===== config.mk =====
export PLATFORM = sky130hd
export DESIGN_NAME = block_sum_controller_flat
export DESIGN_NICKNAME = d
export VERILOG_FILES = /design/src/rtl/block_sum_controller_if.sv /design/src/rtl/block_sum_controller.sv /design/src/flat_wrapper.sv
export SDC_FILE = /design/constraint.sdc
export NUM_CORES = 1
export LEC_CHECK = 0
export ABC_AREA = 1
export ABC_CLOCK_PERIOD_IN_PS = 4000
export CAP_MARGIN = 15
export CORE_MARGIN = 4
export CORE_UTILIZATION = 45
export CTS_CLUSTER_DIAMETER = 50
export CTS_CLUSTER_SIZE = 20
export DETAILED_ROUTE_END_ITERATION = 8
export DONT_BUFFER_PORTS = 1
export GPL_TIMING_DRIVEN = 1
export HOLD_SLACK_MARGIN = 0.03
export MAX_ROUTING_LAYER = met4
export PLACE_DENSITY = 0.64
export SETUP_SLACK_MARGIN = 0.1
export SLEW_MARGIN = 20
export SYNTH_ARGS = -nofsm -noshare
export SYNTH_HDL_FRONTEND = slang
export SYNTH_SLANG_ARGS = --single-unit
export TNS_END_PERCENT = 30

===== constraint.sdc =====
create_clock -name clock -period 4 [get_ports clock]
set_clock_uncertainty 0.2 [all_clocks]
set_input_delay 0.8 -clock clock [delete_from_list [all_inputs] [get_ports clock]]
set_output_delay 0.8 -clock clock [all_outputs]
set_load 0.02 [all_outputs]

===== src/rtl/block_sum_controller_if.sv =====
// RAM-side bus between the block-sum controller (master) and its single-port RAM (slave).
interface block_sum_controller_if #(
   parameter int ADDR_W = 5,
   parameter int DATA_W = 16
);
   logic [DATA_W-1:0] acc_data_in;
   logic              mem_read_enable;
   logic [ADDR_W-1:0] mem_address;
   logic              mem_write_enable;
   logic [DATA_W-1:0] acc_data_out;

   modport master (
      input  acc_data_in,
      output mem_read_enable,
      output mem_address,
      output mem_write_enable,
      output acc_data_out
   );

   modport slave (
      output acc_data_in,
      input  mem_read_enable,
      input  mem_address,
      input  mem_write_enable,
      input  acc_data_out
   );
endinterface


===== src/rtl/block_sum_controller.sv =====
// Walks the RAM in blocks, sums the first BLOCK_SIZE-1 words of each block into its last word,
// repeats for NUM_PASSES passes with a ready pulse per pass, then idles until reset.
module block_sum_controller #(
   parameter int ADDR_W     = 5,
   parameter int DATA_W     = 16,
   parameter int BLOCK_SIZE = 8,
   parameter int NUM_PASSES = 2
) (
   input  logic                    clock,
   input  logic                    reset,
   block_sum_controller_if.master  mem,
   output logic                    ready
);
   localparam int WORD_W = $clog2(BLOCK_SIZE);
   localparam int BLK_W  = ADDR_W - WORD_W;
   localparam int PASS_W = $clog2(NUM_PASSES + 1);

   localparam logic [WORD_W-1:0] LAST_RD_WORD = WORD_W'(BLOCK_SIZE - 2);
   localparam logic [WORD_W-1:0] SUM_WORD     = WORD_W'(BLOCK_SIZE - 1);
   localparam logic [BLK_W-1:0]  LAST_BLOCK   = {BLK_W{1'b1}};
   localparam logic [PASS_W-1:0] PASS_LIMIT   = PASS_W'(NUM_PASSES);

   typedef enum logic [2:0] {
      S_READ  = 3'd0,
      S_ACC   = 3'd1,
      S_WRITE = 3'd2,
      S_CLEAR = 3'd3,
      S_READY = 3'd4,
      S_DONE  = 3'd5
   } state_t;

   state_t              state_q, state_d;
   logic [WORD_W-1:0]   word_q, word_d;
   logic [BLK_W-1:0]    block_q, block_d;
   logic [PASS_W-1:0]   pass_q, pass_d;
   logic [DATA_W-1:0]   acc_q, acc_d;
   logic                pend_q, pend_d;
   logic                rden_q, rden_d;
   logic                wren_q, wren_d;
   logic                ready_q, ready_d;
   logic [ADDR_W-1:0]   addr_q, addr_d;
   logic [DATA_W-1:0]   dout_q;

   // Next-state and next-output logic; outputs are registered, so RAM data from a read
   // strobe arrives one cycle later and is folded in via the pending flag.
   always_comb begin
      state_d = state_q;
      word_d  = word_q;
      block_d = block_q;
      pass_d  = pass_q;
      pend_d  = 1'b0;
      acc_d   = pend_q ? (acc_q + mem.acc_data_in) : acc_q;
      rden_d  = 1'b0;
      wren_d  = 1'b0;
      ready_d = 1'b0;
      addr_d  = addr_q;
      case (state_q)
         S_READ: begin
            rden_d  = 1'b1;
            addr_d  = {block_q, word_q};
            state_d = S_ACC;
         end
         S_ACC: begin
            pend_d = 1'b1;
            if (word_q == LAST_RD_WORD) begin
               state_d = S_WRITE;
            end else begin
               word_d  = word_q + WORD_W'(1);
               state_d = S_READ;
            end
         end
         S_WRITE: begin
            wren_d  = 1'b1;
            addr_d  = {block_q, SUM_WORD};
            state_d = S_CLEAR;
         end
         S_CLEAR: begin
            acc_d  = {DATA_W{1'b0}};
            word_d = {WORD_W{1'b0}};
            if (block_q != LAST_BLOCK) begin
               block_d = block_q + BLK_W'(1);
               state_d = S_READ;
            end else begin
               block_d = {BLK_W{1'b0}};
               pass_d  = pass_q + PASS_W'(1);
               state_d = S_READY;
            end
         end
         S_READY: begin
            ready_d = 1'b1;
            if (pass_q == PASS_LIMIT) begin
               state_d = S_DONE;
            end else begin
               state_d = S_READ;
            end
         end
         S_DONE: begin
            state_d = S_DONE;
         end
         default: begin
            state_d = S_READ;
         end
      endcase
   end

   // State and output registers with synchronous reset.
   always_ff @(posedge clock) begin
      if (reset) begin
         state_q <= S_READ;
         word_q  <= {WORD_W{1'b0}};
         block_q <= {BLK_W{1'b0}};
         pass_q  <= {PASS_W{1'b0}};
         acc_q   <= {DATA_W{1'b0}};
         pend_q  <= 1'b0;
         rden_q  <= 1'b0;
         wren_q  <= 1'b0;
         ready_q <= 1'b0;
         addr_q  <= {ADDR_W{1'b0}};
         dout_q  <= {DATA_W{1'b0}};
      end else begin
         state_q <= state_d;
         word_q  <= word_d;
         block_q <= block_d;
         pass_q  <= pass_d;
         acc_q   <= acc_d;
         pend_q  <= pend_d;
         rden_q  <= rden_d;
         wren_q  <= wren_d;
         ready_q <= ready_d;
         addr_q  <= addr_d;
         dout_q  <= acc_d;
      end
   end

   assign mem.mem_read_enable  = rden_q;
   assign mem.mem_write_enable = wren_q;
   assign mem.mem_address      = addr_q;
   assign mem.acc_data_out     = dout_q;
   assign ready                = ready_q;
endmodule


===== src/flat_wrapper.sv =====
// flat-port wrapper written by rule: the top's interface ports become plain ports
module block_sum_controller_flat 
#(
   parameter int ADDR_W     = 5,
   parameter int DATA_W     = 16,
   parameter int BLOCK_SIZE = 8,
   parameter int NUM_PASSES = 2
)
  (clock, reset, ready, mem_acc_data_in, mem_mem_read_enable, mem_mem_address, mem_mem_write_enable, mem_acc_data_out);
  block_sum_controller_if #(.ADDR_W(ADDR_W), .DATA_W(DATA_W)) mem_i ();
  input  logic clock;
  input  logic reset;
  output logic ready;
  input wire logic [$bits(mem_i.acc_data_in)-1:0] mem_acc_data_in;
  output wire logic [$bits(mem_i.mem_read_enable)-1:0] mem_mem_read_enable;
  output wire logic [$bits(mem_i.mem_address)-1:0] mem_mem_address;
  output wire logic [$bits(mem_i.mem_write_enable)-1:0] mem_mem_write_enable;
  output wire logic [$bits(mem_i.acc_data_out)-1:0] mem_acc_data_out;
  assign mem_i.acc_data_in = mem_acc_data_in;
  assign mem_mem_read_enable = mem_i.mem_read_enable;
  assign mem_mem_address = mem_i.mem_address;
  assign mem_mem_write_enable = mem_i.mem_write_enable;
  assign mem_acc_data_out = mem_i.acc_data_out;
  block_sum_controller #(.ADDR_W(ADDR_W), .DATA_W(DATA_W), .BLOCK_SIZE(BLOCK_SIZE), .NUM_PASSES(NUM_PASSES)) u_core (.clock(clock), .reset(reset), .mem(mem_i), .ready(ready));
endmodule

==> results.cfg, run 1 <==
[floorplan]
io_pins = 42
row_count = 25
die_h_um = 78.4
initial_utilization = 0.469
coreArea_um2 = 4750
die_area_um2 = 6140
die_w_um = 78.4

[synthesis]
postSynthCellCount = 342
synth-seq-cells = 35
synth_edf_count = 0
syn_area_um2 = 2230
synth_flop_cell = dfxtp_1
ys_seq_area_frac = 0.314
syn_nets = 380
synthArstFlopShare = 0
syn_avg_cell_area_um2 = 6.52
synth_top_area_frac = 0.314
synth_common_cells = nand2_1, inv_1, nor2_1
synth.distinct_cells = 31
yosysMostFrequentCell = nand2_1
synth_area_leaders = dfxtp_1, nand2_1, ha_1
yosys_warnings = 0
synth_area_leader_cell = dfxtp_1

[grt]
grt_pass1_vias = 1934
grt_usage = 0.166
antenna_found_initial = 0
grt-ovfl-total = 0
grt_max_degree = 30
grt_pass1_wl_mm = 8.00

[timing]
slew_headroom = 0.339
slew_viol_final = 0
setup_tns_ns = 0
clock.fmax_mhz = 461
fin_crit_ns = 2.17
worst_pin_slew_ns = 0.990
min_period_over_period = 0.543
rsz0062_at_grt = no
setup_viol = 0
hold_viol = 0

[placed_design]
gp_congestion = 0.853
dpl_cell_area_um2 = 2290
numPortBuffers = 0
dpl.hpwl_mm = 3.53

[critical_path]
crit_cells = 11
critPathArrivalTime_ns = 2.16
r2r_slack_ns = 1.89
crit_required_ns = 3.99
criticalPathCategory = primary input to flop
cp_slowest_cell = fa_1
crit_path_end_kind = flop
cp.buffers_inverters = 1
setup.worst_path.start_class = primary input
crit_top_cell = nand2_1
crit_chain = ha_1 -> fa_1 -> nand2_1 -> nand2_1 -> and2_1 -> nand2_1 -> nand2_1 -> xnor2_1 -> nand2_1 -> nand2_1 -> inv_1
max_stage_delay_ns = 0.41
crit_start = mem_acc_data_in[0]
regToRegStartpoint = u_core.mem.acc_data_out[0]
rr_endpoint = u_core.mem.acc_data_out[8]
cp_top_family = simple AND/OR/NAND/NOR gates
reg2reg_depth = 11
critPathMaxFanout = 3

[final_layout]
diodes = 0
fill_cells = 499
drive_gt1_frac = 0.0436
fin_area_um2 = 2390
fin_nets = 382
synthToLayoutAreaGrowth_pct = 7.29

[routing]
routed_wl_mm = 4.50
drt_iter0_markers = 88
via_per_inst = 4.68
wl_per_cell_um = 10.9
vias = 1923
post-route-drc-count = 0
dr.pass1.iters = 4
antenna_left = 0

[worst_hold_path]
hold_class = flop to flop
min-delay-start = u_core.pass_q[1]
hold_end = u_core.pass_q[1]
hold_path_depth = 2

[power_and_ir_drop]
powerDensity_nw_per_um2 = 365
ir_drop_mv = 0.286
p_total_mw = 0.873
leakage_nw = 1.30

[clocking]
clock_sinks = 35
ctsHoldBuffers = 0
clk_path_buf_depth = 2
post_cts_buffers = 0
htreeDepth = 2
cts_tree = yes
ctsResizeCount = 0
root_buffer = clkbuf_8
clk_pin_slew_worst_paths_ns = 0.07
cts_buffers = 5
clk_latency_ns = 0.28

[run]
cap_violations = 0

[outcome]
outcome = completed
[worst register-to-register path, stage by stage, from the launching register on]
cell and delay [ns]:
dfxtp_1 0.39, ha_1 0.26, fa_1 0.41, nand2_1 0.09, nand2_1 0.07, and2_1 0.17
nand2_1 0.06, nand2_1 0.06, xnor2_1 0.13, nand2_1 0.07, nand2_1 0.09, inv_1 0.03
[through the flow]
step                instances  worst slack (ns)   util  hold slack [ns]
CTS                       411              1.84  0.503            0.268
global placement          404              1.56  0.481            0.254
finish                    411              1.83  0.503            0.262
floorplan                 342              1.66      -            0.247
detailed placement        404              1.55  0.481            0.256
global route              411              1.71  0.503            0.296
[registers in the layout, summed over array words and instances, names as in the netlist]
register,flops
u_core.block_q,2
u_core.mem.acc_data_out,16
u_core.mem.mem_address,5
u_core.mem.mem_read_enable,1
u_core.mem.mem_write_enable,1
u_core.pass_q,2
u_core.pend_q,1
u_core.ready,1
u_core.state_q,3
u_core.word_q,3
[cell type report]
| class | count | area [um2] | share of cell area |
|---|---|---|---|
| flip-flops and latches | 35 | 701 | 0.293 |
| clock buffers | 5 | 68.8 | 0.0288 |
| clock inverters | 2 | 37.5 | 0.0157 |
| well taps | 67 | 83.8 | 0.0350 |
| multi-input cells | 238 | 1260 | 0.527 |
| inverters | 64 | 240 | 0.100 |
[logic make-up after synthesis]
group                      after synthesis  share of synthesized area
AOI/OAI and AO/OA                       38                     0.0965
buffers and inverters                   69                      0.120
xor gates and xnor gates                 5                     0.0196
adders and majority gates               20                      0.116
DFF                                     35                      0.314
and+or+nand+nor                        175                      0.334
[layout by cell type (no fill, tap or decap), drive strengths merged]
master	count
or2	3
a31o	1
o21ai	12
fa	1
clkinvlp	1
nor2	41
clkbuf	5
xnor2	4
dfxtp	35
nand4	1
and2	1
nor3	6
nand3	23
nor4	1
ha	19
inv	64
o221a	1
nand3b	2
xor2	1
a21oi	19
o211a	1
bufinv	1
o211ai	4
nand2	97
[routing by layer]
layer | routed length (um) | GRT usage | up-vias
li1 | - | - | 1067
met3 | 221 | 0.0505 | 6
met2 | 2150 | 0.292 | 27
met5 | 0 | - | -
met4 | 62 | 0.0524 | 0
met1 | 2070 | 0.179 | 823
[power by group]
group	switching, mW	internal (mW)
clock	0.129	0.182
combinational	0.0965	0.0608
sequential	0.0378	0.367
[worst max-delay path by stage]
stage                                       end  slack, ns
finish               u_core.mem.acc_data_out[8]       1.83
global route        u_core.mem.acc_data_out[10]       1.71
CTS                  u_core.mem.acc_data_out[8]       1.84
detailed placement   u_core.mem.acc_data_out[8]       1.55
global placement     u_core.mem.acc_data_out[8]       1.56
floorplan            u_core.mem.acc_data_out[8]       1.66
No activity file was read; power rests on OpenSTA's default activity.
==> run 2: changes to the inputs <==
--- a/config.mk
+++ b/config.mk
@@ -6,7 +6,7 @@
 export NUM_CORES = 1
 export LEC_CHECK = 0
 export ABC_AREA = 1
-export ABC_CLOCK_PERIOD_IN_PS = 4000
+export ABC_CLOCK_PERIOD_IN_PS = 2210
 export CAP_MARGIN = 15
 export CORE_MARGIN = 4
 export CORE_UTILIZATION = 45
==> constraint.sdc (replaced) <==
create_clock -name clock -period 2.21 [get_ports clock]
set_clock_uncertainty 0.2 [all_clocks]
set_input_delay 0.442 -clock clock [delete_from_list [all_inputs] [get_ports clock]]
set_output_delay 0.442 -clock clock [all_outputs]
set_load 0.02 [all_outputs]
==> run 2 against run 1 <==
  * Register-to-register slack got worse by 1.6 ns
  * Final area increased by 4.1%
  * Count of clock-buffer cells in the layout increased by 1
  * Routed wire length increased by 4.9%
  * Sequential share of layout area decreased by 1.2 points
  * Combinational power increased by 120%
  * Sequential power increased by 74%
  * Power increased by 75%
  * Via count increased by 3.8%
  * Critical path type is now flop to flop
  * Largest power group unchanged
==> results.cfg, run 2 (synthesis results as in run 1) <==
[outcome]
outcome = completed

[critical_path]
criticalPathCategory = flop to flop
critPathMaxFanout = 3
crit_start = u_core.mem.acc_data_out[0]
regToRegStartpoint = u_core.mem.acc_data_out[0]
crit_path_end_kind = flop
r2r_slack_ns = 0.28
critPathArrivalTime_ns = 1.92
crit_required_ns = 2.20
setup.worst_path.start_class = flop

[final_layout]
fin_nets = 397
drive_gt1_frac = 0.0836
diodes = 0
largest_reg_flops = 16
mostFrequentLayoutCells = nand2_1, inv_1, nor2_1, dfxtp_1, nand3_1
synthToLayoutAreaGrowth_pct = 11.7
mostFrequentLayoutCell = nand2_1

[placed_design]
numPortBuffers = 0
gp_congestion = 0.834
dpl.hpwl_mm = 3.72

[grt]
grt-ovfl-total = 0
antenna_found_initial = 0
grtUsageMet3 = 0.0493
grt_pass1_vias = 1909
grt_usage = 0.175
grt_busiest_layer = met2
grt_max_degree = 14
grt.met1_usage = 0.193
met2_usage = 0.305
grt_pass1_wl_mm = 8.28

[clocking]
clk_path_buf_depth = 2
clock_sinks = 35
cts_buffers = 5
root_buffer = clkbuf_8
cts_tree = yes
clk_latency_ns = 0.29
htreeDepth = 2
post_cts_buffers = 0
clk_pin_slew_worst_paths_ns = 0.07

[power_and_ir_drop]
powerDensity_nw_per_um2 = 612
p_switching_mw = 0.485
p_sw_frac = 0.318
intPower_mw = 1.04
pwr-share-comb = 0.224
pwr-share-seq = 0.461
ir_drop_mv = 0.489
p_total_mw = 1.53
clkPwrFrac = 0.315
leakage_nw = 1.38

[timing]
setup_viol = 0
slew_headroom = 0.717
min_period_over_period = 0.874
rsz0062_at_grt = no
fin_crit_ns = 1.93
worst_pin_slew_ns = 0.423
whs_ns = 0.0594
slew_viol_final = 0
setup_tns_ns = 0
hold_viol = 0
clock.fmax_mhz = 518

[routing]
drt_iter0_markers = 80
dr.pass1.iters = 4
via_per_inst = 4.69
wl_per_cell_um = 11.1
routed_wl_mm = 4.72
antenna_left = 0
post-route-drc-count = 0
vias = 1996

[floorplan]
coreArea_um2 = 4750
io_pins = 42
row_count = 25
die_w_um = 78.4
die_area_um2 = 6140
die_h_um = 78.4
initial_utilization = 0.469

[worst_hold_path]
hold_class = primary input to flop
min-delay-start = reset

[run]
cap_violations = 0
## run 2: area by class of cell
type / count / area [um2]
Fill cell: 491 / 2260
Timing Repair Buffer: 15 / 115
Clock inverter: 1 / 5.00
Multi-Input combinational cell: 238 / 1260
Inverter: 64 / 240
Clock buffer: 6 / 82.6
Tap cell: 67 / 83.8
Sequential cell: 35 / 701
## run 2: worst max-delay path, cell delays in order, from the launching register on
cell and delay (ns):
dfxtp_1 0.32, ha_1 0.22, fa_2 0.36, nand2_1 0.08
nand2_1 0.07, and2_1 0.18, nand2_1 0.06, nand2_1 0.06
xnor2_1 0.13, nand2_1 0.06, nand2_1 0.07, inv_1 0.04
## run 2: worst paths after layout
kind,to,depth (start not counted)
worst max register to register,u_core.mem.acc_data_out[8],11
worst min-delay path,u_core.mem.mem_write_enable,1
worst min register to register,u_core.pass_q[1],2
worst max-delay path,u_core.mem.acc_data_out[8],11
## run 2: power by group through the flow
| stage | clock [mW] | combinational (mW) | sequential (mW) |
|---|---|---|---|
| after floorplan | 0 | 0.246 | 0.733 |
| after global placement | 0 | 0.336 | 0.718 |
| after detailed placement | 0 | 0.339 | 0.719 |
| after CTS | 0.496 | 0.345 | 0.704 |
| after global routing | 0.521 | 0.395 | 0.709 |
| final | 0.480 | 0.342 | 0.704 |
## run 2: layer usage
metal / wire, um / vias up
met5: 0 / -
met4: 73 / 0
met3: 209 / 6
met2: 2300 / 31
met1: 2140 / 864
li1: - / 1095
## run 2: metrics by stage
step	area (um2)	worst slack [ns]	util	std cells
2_1_floorplan	2230	0.232	-	342
3_3_place_gp	2390	0.169	0.503	418
3_5_place_dp	2390	0.134	0.503	418
4_1_cts	2490	0.212	0.523	426
5_1_grt	2490	0.144	0.524	426
6_report	2490	0.279	0.524	426
## run 2: timing repair
action / CTS / global route
resized for setup: 0 / 1
endpoints found under the hold margin: 6 / 0
hold buffers: 1 / 0
endpoints found under the setup margin: 0 / 1
==> edit, RTL diff (flow settings as in run 2) <==
`BLOCK_SIZE` is set to 8 in 2 places; all go to 16.
--- a/src/rtl/block_sum_controller.sv
+++ b/src/rtl/block_sum_controller.sv
@@ -3,7 +3,7 @@
 module block_sum_controller #(
    parameter int ADDR_W     = 5,
    parameter int DATA_W     = 16,
-   parameter int BLOCK_SIZE = 8,
+   parameter int BLOCK_SIZE = 16,
    parameter int NUM_PASSES = 2
 ) (
    input  logic                    clock,
--- a/src/flat_wrapper.sv
+++ b/src/flat_wrapper.sv
@@ -3,7 +3,7 @@
 #(
    parameter int ADDR_W     = 5,
    parameter int DATA_W     = 16,
-   parameter int BLOCK_SIZE = 8,
+   parameter int BLOCK_SIZE = 16,
    parameter int NUM_PASSES = 2
 )
   (clock, reset, ready, mem_acc_data_in, mem_mem_read_enable, mem_mem_address, mem_mem_write_enable, mem_acc_data_out);
Check against the original RTL: same outputs for any inputs over 10 cycles, from zero or initial values and one cycle with reset high; that may be too few to reach the edited logic, so the function may still have changed.
==> edit against run 2 <==
Combinational power up 2%; hold slack worse by 16 ps; core utilization up 0.90 points; setup slack worse by 7.7 ps; final area up 3.1%; synthesized area up 1.7%; routed wire length up 1.1%; power up 8.5%; sequential cell count unchanged; critical endpoint unchanged.
==> edit: results (changes against run 2) <==
Yosys cell types = 28 (was 31)
Inst Count DP = 436 (was 418)
commonest cells in the netlist = 99 x nand2_1, 65 x inv_1, 51 x nor2_1, 35 x dfxtp_1, 27 x nand3_1 (was 96 x nand2_1, 61 x inv_1, 39 x nor2_1, 35 x dfxtp_1, 23 x nand3_1)
Mapped Cells = 359 (was 342)
worst slack at placement = 147.6 ps (was 134.1 ps)
H-tree depth = 2 (unchanged)
ys flop type = dfxtp_1 (unchanged)
port buffer count = 0 (unchanged)
CP max-delay cell = fa_1 (was fa_2)
DP Wirelength = 3709 um (was 3720 um)
clock latency on the worst-skew pair = 300 ps
Post-layout nets = 414 (was 397)
largest net degree at the start of global routing = 21 (was 14)
share of post-route cells with drive strength above 1 = 0.08730 (was 0.08357)
Tot GR Track Use = 0.1683 (was 0.1752)
status = complete, no violations (unchanged)
Non-Filler Instances = 445 (was 426)
Post-Syn Nets = 396 (was 380)
RePlAce Congestion = 0.8545 (was 0.8342)
FF-to-FF Start = u_core.mem.acc_data_out[0] (unchanged)
post-synthesis sequential area ratio = 0.3091 (was 0.3143)
Placed Area = 2441 um2 (was 2391 um2)
Leakage = 1.402 nW (was 1.377 nW)
WP data arrival = 1950 ps (was 1920 ps)
clk buf depth = 2 (unchanged)
Iter 0 DRT Violations = 124 (was 80)
Largest register FFs = 16 (unchanged)
Avg WL per Cell = 10.72 um (was 11.08 um)
die width = 78.98 um (was 78.39 um)
slowest cell delay on critical path = 380 ps (was 360 ps)
switching component of the power = 515.4 uW (was 485.3 uW)
global-route wire length before repair = 8217 um (was 8280 um)
Via density = 4.679 (was 4.685)
vias in the first global route = 1984 (was 1909)
actual slew at the worst max-slew pin = 353.6 ps (was 423.3 ps)
Synth area leaders = dfxtp_1 31%, nand2_1 16%, inv_1 11% (was dfxtp_1 31%, nand2_1 16%, ha_1 11%)
delay-heaviest family, CP = adder cells (was simple AND/OR/NAND/NOR gates)
Fin. Hold Viols = 0 (unchanged)
antenna violations before repair = 0 (unchanged)
peak supply drop = 0.0004300 V (was 0.0004893 V)
-- edit: worst register-to-register path, cell delays in order (launching register included) --
cell     delay [ps]
dfxtp_1         320
ha_1            220
fa_1            380
nand2_1         100
nand2_1          70
and2_1          170
nand2_1          70
nand2_1          50
xnor2_1         120
nand2_1          60
nand2_1          50
inv_1            30
-- edit: cells by family (layout without fill, tap and decap cells) --
kind of cell	after synthesis	count (layout)	share of synthesized area
flip-flops	35	35	0.3090
buffers and inverters	73	92	0.1242
XOR/XNOR	4	4	0.01546
AO/OA/AOI/OAI	31	31	0.07119
AND/OR/NAND/NOR	197	197	0.3720
adder cells (fa/ha/maj)	19	19	0.1082
-- edit: power groups by stage --
stage,combinational (mW),clock (mW),sequential [mW]
2_1_floorplan,0.249,0,0.731
3_3_place_gp,0.344,0,0.711
5_1_grt,0.406,0.656,0.702
3_5_place_dp,0.347,0,0.712
6_report,0.350,0.607,0.697
4_1_cts,0.353,0.625,0.698
-- edit: routing by layer --
layer	GRT usage	vias to the layer above	part of all wire
met2	0.2946	34	0.47
met3	0.04422	10	0.057
met5	-	-	0
met4	0.06873	0	0.021
met1	0.1804	891	0.45
li1	-	1147	-
-- edit: area by class of cell --
type	count	area, um2
Timing Repair Buffer	17	130.1
Clock buffer	5	68.82
Tap cell	67	83.83
Inverter	67	251.5
Fill cell	506	2250
Sequential cell	35	700.7
Clock inverter	3	47.55
Multi-Input combinational cell	251	1285
-- edit: worst paths after layout --
check | end | slack (ps) | cells after the start
hold / removal | u_core.mem.mem_read_enable | 40 | 1
hold reg to reg | u_core.pass_q[0] | 280 | 2
setup reg to reg | u_core.mem.acc_data_out[8] | 270 | 11
setup / recovery | u_core.mem.acc_data_out[8] | 270 | 11
-- edit: timing repair --
item,in CTS,in global routing
buffers inserted,0,0
endpoints found under the setup margin,0,1
hold buffers,1,0
endpoints found under the hold margin,7,0
